## src/rtl/uart_sched.sv

```systemverilog
// uart_sched: half-duplex sequencer/arbiter in front of the uart core.
// Shares the core transmitter between two byte requesters (round-robin).
// Arms the receiver whenever the line is free. Buffers one received byte
// behind a valid/ready handshake with a sticky overrun flag.
//
// Ports
//   clk, rst (async, active-low)
//   req0/req1, data0/data1, ack0/ack1 : transmit requesters
//   rx_en                             : permit arming the receiver
//   rx_data, rx_valid, rx_ready       : receive buffer handshake
//   rx_overrun, ovr_clr               : sticky drop flag and its clear
//   init_tx, uart_data_in, init_rx    : controls to the core
//   uart_tx_busy, uart_rx_busy, done  : status from the core
//   uart_data_out                     : received byte from the core
//
// state    | meaning
// ---------+-------------------------------------------------------
// IDLE     | line free; arm receiver or grant a transmit request
// TX_START | init_tx held; waiting for the core to report tx busy
// TX_WAIT  | core transmitting; wait for tx busy to fall
// RX_BUSY  | core receiving; capture byte on rising edge of done
module uart_sched #(
    parameter int START_TO = 4
) (
    input  logic       clk,
    input  logic       rst,
    input  logic       req0,
    input  logic       req1,
    input  logic [7:0] data0,
    input  logic [7:0] data1,
    output logic       ack0,
    output logic       ack1,
    input  logic       rx_en,
    output logic [7:0] rx_data,
    output logic       rx_valid,
    input  logic       rx_ready,
    output logic       rx_overrun,
    input  logic       ovr_clr,
    output logic       init_tx,
    output logic [7:0] uart_data_in,
    output logic       init_rx,
    input  logic       uart_tx_busy,
    input  logic       uart_rx_busy,
    input  logic       done,
    input  logic [7:0] uart_data_out
);

    typedef enum logic [1:0] {IDLE, TX_START, TX_WAIT, RX_BUSY} state_t;

    state_t     state;
    logic       last_grant;
    logic       grant;
    logic       done_q;
    logic [3:0] cnt;
    logic       pick;
    logic       rx_pop;
    logic       rx_rise;
    logic       rx_cap;
    logic       rx_drop;

    // On a tie the requester that did not win last time goes next.
    always_comb begin
        pick = req1;
        if (req0 && req1) pick = ~last_grant;
    end

    assign rx_pop  = rx_valid & rx_ready;
    assign rx_rise = (state == RX_BUSY) & done & ~done_q;
    // A byte being consumed this cycle frees the buffer for the new one.
    assign rx_cap  = rx_rise & (~rx_valid | rx_ready);
    assign rx_drop = rx_rise & rx_valid & ~rx_ready;

    // State-derived, so init_tx and init_rx can never be high together.
    assign init_tx = rst & (state == TX_START);
    assign init_rx = rst & (state == IDLE) & rx_en & ~req0 & ~req1 & ~uart_tx_busy;

    always_ff @(posedge clk or negedge rst) begin
        if (!rst) begin
            state        <= IDLE;
            last_grant   <= 1'b1;
            grant        <= 1'b0;
            cnt          <= '0;
            ack0         <= 1'b0;
            ack1         <= 1'b0;
            rx_valid     <= 1'b0;
            rx_data      <= '0;
            rx_overrun   <= 1'b0;
            uart_data_in <= '0;
            done_q       <= 1'b0;
        end else begin
            done_q <= done;
            ack0   <= 1'b0;
            ack1   <= 1'b0;

            if (rx_cap) begin
                rx_data  <= uart_data_out;
                rx_valid <= 1'b1;
            end else if (rx_pop) begin
                rx_valid <= 1'b0;
            end

            if (rx_drop)      rx_overrun <= 1'b1;
            else if (ovr_clr) rx_overrun <= 1'b0;

            case (state)
                IDLE: begin
                    if (uart_rx_busy) begin
                        state <= RX_BUSY;
                    end else if (!uart_tx_busy && (req0 || req1)) begin
                        grant        <= pick;
                        uart_data_in <= pick ? data1 : data0;
                        cnt          <= '0;
                        state        <= TX_START;
                    end
                end
                TX_START: begin
                    // A reception armed in the previous IDLE cycle wins the
                    // line; the request stays pending for a later grant.
                    if (uart_rx_busy) begin
                        state <= RX_BUSY;
                    end else if (uart_tx_busy) begin
                        ack0       <= ~grant;
                        ack1       <= grant;
                        last_grant <= grant;
                        state      <= TX_WAIT;
                    end else if (cnt == 4'(START_TO - 1)) begin
                        state <= IDLE;
                    end else begin
                        cnt <= cnt + 4'd1;
                    end
                end
                TX_WAIT: begin
                    if (!uart_tx_busy) state <= IDLE;
                end
                RX_BUSY: begin
                    if (!uart_rx_busy) state <= IDLE;
                end
                default: state <= IDLE;
            endcase
        end
    end

endmodule
```

## config.mk

```make
export PLATFORM = sky130hd
export DESIGN_NAME = uart_sched
export DESIGN_NICKNAME = d
export VERILOG_FILES = /design/src/rtl/uart_sched.sv
export SDC_FILE = /design/constraint.sdc
export NUM_CORES = 1
export LEC_CHECK = 0
export BUFFER_PORTS_ARGS = -buffer_cell sky130_fd_sc_hd__buf_4
export CORE_UTILIZATION = 30
export CTS_CLUSTER_DIAMETER = 100
export CTS_CLUSTER_SIZE = 30
export DETAILED_ROUTE_END_ITERATION = 12
export PLACE_DENSITY = 0.53
export SLEW_MARGIN = 20
export SYNTH_ARGS = -nofsm -noshare
export SYNTH_HDL_FRONTEND = slang
export SYNTH_SLANG_ARGS = --single-unit
```

## constraint.sdc

```tcl
create_clock -name clk -period 2.5 [get_ports clk]
set_clock_uncertainty 0.1 [all_clocks]
set_input_delay 0.125 -clock clk [delete_from_list [all_inputs] [get_ports clk]]
set_output_delay 0.125 -clock clk [all_outputs]
set_load 0.03 [all_outputs]
```

# Word-level counts from Yosys, hierarchy flattened
# Index checks and enable logic that the tools add are counted.
word_totals:
  inputBits: 34
  out_inout_bits: 22
  word_cells: 85
  register_bits: 29
classes:
  add_sub_neg: 1
  n_reduce_logical: 12
  n_bitwise: 22
  mux: 26
  eq_ne: 13
ops:
  columns: ["cell", "n"]
  rows:
  - ["$mux W4", 5]
  - ["$mux W2", 7]
  - ["$and A1 B1 Y1", 12]
  - ["$ne A2 B2 Y1 const B", 6]
  - ["$mux W1", 11]
  - ["$not A1 Y1", 9]
  - ["$mux W8", 1]
  - ["$pmux W2 S4", 1]
  - ["$pmux W4 S2", 1]
  - ["$reduce_and A3 Y1", 2]
  - ["$reduce_and A6 Y1", 1]
  - ["$reduce_bool A2 Y1", 3]
  - ["$add A4 B1 Y4 const B", 1]
  - ["$eq A2 B2 Y1 const B", 2]
  - ["$eq A4 B2 Y1 const B", 1]
  - ["$ne A4 B3 Y1 const B", 1]
  - ["$reduce_and A4 Y1", 1]
  - ["$ne A3 B2 Y1 const B", 1]
  - ["$eq A2 B1 Y1 const B", 1]
  - ["$logic_and A1 B1 Y1", 2]
  - ["$logic_not A2 Y1", 1]
  - ["$ne A2 B1 Y1 const B", 1]
  - ["$logic_not A1 Y1", 1]
  - ["$logic_or A1 B1 Y1", 1]
  - ["$or A1 B1 Y1", 1]

# Logic depth before layout (Yosys ltp)
logic_depth:
  depth_word: 6
  mapped_depth: 5
  ltp_nobuf: 4

# Worst setup path before layout
# No wires, ideal clock.
synth_timing:
  path_type: "register to register"
  from: "register state[1]"
  to: "register grant"
  setup_ns: 0.125
  t_arrival_ns: 1.628
  stages_incl_launch_ff: 6
  path_buffers: 2
  synth_period_minus_slack_ns: 1.853
  required_time_ns: 2.275
  setup_slack_ns: 0.647
  path_cell_list: "dfrtp_1 buf_6 or3_1 buf_2 nor3_4 mux2_2"
synth_via:
  elab_chain_len: 2
synth_lines:
  columns: ["element", "line_no", "rtl"]
  rows:
  - ["start: declaration", "50", "state_t state;"]
  - ["start signal: assignment", "79", "state <= IDLE;"]
  - ["start signal: assignment", "108", "state <= RX_BUSY;"]
  - ["start signal: assignment", "113", "state <= TX_START;"]
  - ["$logic_not A2 Y1", "105", "case (state)"]
  - ["$reduce_and A3 Y1 (no source line)", null, null]
  - ["end signal: assignment", "110", "grant <= pick;"]
  - ["end: declaration", "52", "logic grant;"]
# Every way passes these cells.
# A chain may end at the register's enable or synchronous reset.

# Worst setup path in the final report
layout_timing:
  from: "register state[1]"
  to: "register uart_data_in[7]"
layout_via:
  elab_chain_len: 2
layout_lines:
  columns: ["element", "line_no", "rtl"]
  rows:
  - ["$logic_not A2 Y1", "105", null]
  - ["$reduce_and A3 Y1 (no source line)", null, null]
  - ["end signal: assignment", "111", "uart_data_in <= pick ? data1 : data0;"]
  - ["end: declaration", "40", "output logic [7:0] uart_data_in,"]
# Every way passes these cells.

==> impl_metrics.toml <==
[power]
p_total_mw = 2.26
pwr_density_cell_mw_per_mm2 = 1100
power_leakage_nw = 0.965
vdd_drop_max_mv = 0.549

[logic_synthesis]
syn_nets = 143
yosys_warnings = 0
yosysTopAreaCellShare_pct = 51.7
syn_area_per_cell_sq_um = 12.6
yosys_register_bits = 29
synthCells = 108
ys_seq_area_share_pct = 53.6
syn_area_sq_mm = 0.00136
yosysUniqueCellTypes = 36
yosys.area.top_type = "dfrtp_1"
synth.area.top_cells = "dfrtp_1 (52%), mux2_2 (21%), dfstp_2 (1.9%), nand3_1 (1.5%), o22ai_1 (1.4%)"

[placement]
port_buffers = 55
dp_cells = 213
dp.final_hpwl_um = 2240
placed_cell_area_sq_mm = 0.00182
gp_congestion = 0.791

[routing]
drt.antenna.violating_nets = 0
first_pass_iters = 4
vias = 1118
drt_wl_total_um = 3210
drc_errors = 0
drtIter0Drc = 138
viasPerCell = 4.82
post_drt_wl_per_cell_um = 13.8

[cells_and_area]
stdcell_count = 232
multi_input_area_sq_um = 589
final_cell_mix = "buf_4 (57), dfrtp_1 (28), mux2_2 (25), dlygate4sd3_1 (11), clkbuf_8 (6)"
fin_area_sq_mm = 0.00205
seqCellArea_sq_um = 727
nNetsFinal = 214
diodes = 0
area_growth_pct = 51.2
drive_above_1_share_pct = 51.7
final_common_cell = "buf_4"
fill_cells = 399

[worst_setup_path]
rr_worst_depth = 3
worstPathArrival_ns = 2.06
worstReg2RegStart = "state[1]"
cp-startpoint = "state[1]"
critPathCapture = "uart_data_in[7]"
r2r_setup_slack_ns = 0.49
cp-start-kind = "flip-flop"
path_class = "reg2reg"
crit_fanout = 10
worstPathRequired_ns = 2.56
r2r_end = "uart_data_in[7]"
critPathCaptureType = "flip-flop"

[global_route]
grt_max_degree = 32
antenna_found_initial = 0
grt_pass1_wl_um = 5740
track_usage_pct = 15.1
grt_pass1_vias = 1213
overflow = 0

[cts]
cts_setup_buffers = 0
postCtsHoldBufs = 11
cts_tree = "built"
worstSkewPairLatency_ns = 0.27
cts.sinks = 29
ctsRootBufferMaster = "clkbuf_8"
cts_buffers = 5
cts_resized = 0
path_clk_slew_ns = 0.07
cts.htree.levels = 2
clockBufferDepth = 2

[hold_path]
min_path_type = "in2reg"

[die]
num_rows = 24
ios = 56
die_area_sq_mm = 0.00479
initial_core_util_pct = 31.1
core-area_sq_mm = 0.00435
die_h_um = 69.2
die_w_um = 69.2

[timing]
layout_min_cycle_time_ns = 2.01
max_freq_mhz = 498
drv_slew = 0
worst_pin_slew_ns = 0.478
tns_ns = 0
period_share_pct = 80.3
rsz0062_at_grt = "no"
setup_viol = 0
hold_viol = 0
max-slew-margin-rel_pct = 68.0

[status]
outcome = "finished clean"

[flow_run]
maxCapViolations = 0
## cell type report
type	count	area share (%)
Timing Repair Buffer	68	26.2
Tap cell	52	3.17
Clock buffer	7	4.21
Multi-Input combinational cell	71	28.7
Inverter	4	0.732
Sequential cell	29	35.4
Clock inverter	1	1.46
## cell families after synthesis
| family | synth area share (%) |
|---|---|
| simple gates | 14.1 |
| fa+ha+maj | 0.922 |
| mux | 20.8 |
| compound gates | 7.66 |
| flops | 53.6 |
| buf+inv | 2.95 |
## critical path: stages (launching register included)
cell and delay (ns):
dfrtp_1 0.46, or3_1 0.51, nor3_4 0.42, mux2_2 0.39
## state kept, by name, summed over array words and instances (netlist names)
signal,cells
grant,1
rx_overrun,1
last_grant,1
cnt,4
state,2
uart_data_in,8
ack1,1
rx_valid,1
ack0,1
done_q,1
rx_data,8
## routing by layer
metal  part of all wire [%]  track usage (%)  vias to the layer above
met2                     49             23.3                       39
met5                      0                0                        -
met3                    5.4             5.09                        2
met4                   0.53             4.76                        0
met1                     45             19.9                      540
li1                       -                -                      537
## worst min-delay path by stage
stage	startpoint	to	slack, ns	cells past startpoint
after floorplan	rst	ack0	-0.27	0
after global placement	rst	cnt[2]	-0.02	1
after detailed placement	rst	cnt[3]	-0.02	1
after CTS	rx_ready	rx_valid	0.04	3
after global routing	uart_rx_busy	state[1]	0.05	3
final	rx_ready	rx_valid	0.05	3
## power breakdown
group	total (mW)	switching, mW	internal [mW]
Sequential	0.817	0.151	0.666
Clock	0.502	0.177	0.325
Combinational	0.938	0.507	0.431
Total	2.26	0.835	1.42
## per-stage QoR
stage	hold slack (ns)	utilization, %	setup slack (ns)
6_report	0.0470	47.1	0.492
5_1_grt	0.0523	47.1	0.399
4_1_cts	0.0387	47.1	0.476
3_5_place_dp	-0.0182	41.9	0.493
3_3_place_gp	-0.0236	41.9	0.556
2_1_floorplan	-0.271	-	0.647
## cells in the mapped netlist
library cell / count
o31a_1: 1
nor3b_1: 2
nand2b_1: 2
buf_2: 2
a211o_1: 1
or2_2: 1
nand3b_1: 1
a21oi_1: 3
nor2_1: 4
a21o_1: 1
nor3_1: 1
or3_1: 1
nand4b_1: 2
and3_1: 1
buf_6: 1
nand2_1: 1
nor2b_1: 1
ha_1: 1
o31ai_1: 1
clkbuf_1: 1
mux2_2: 25
dfstp_2: 1
inv_1: 4
o211ai_1: 2
o21ai_0: 3
and2b_1: 1
nor3_4: 1
o22ai_1: 3
nand3_1: 4
or3b_2: 1
nor4_1: 1
a21boi_1: 1
or4_1: 1
and4_1: 2
and2_1: 1
dfrtp_1: 28
Note: power is estimated with default switching activity, not from simulation.
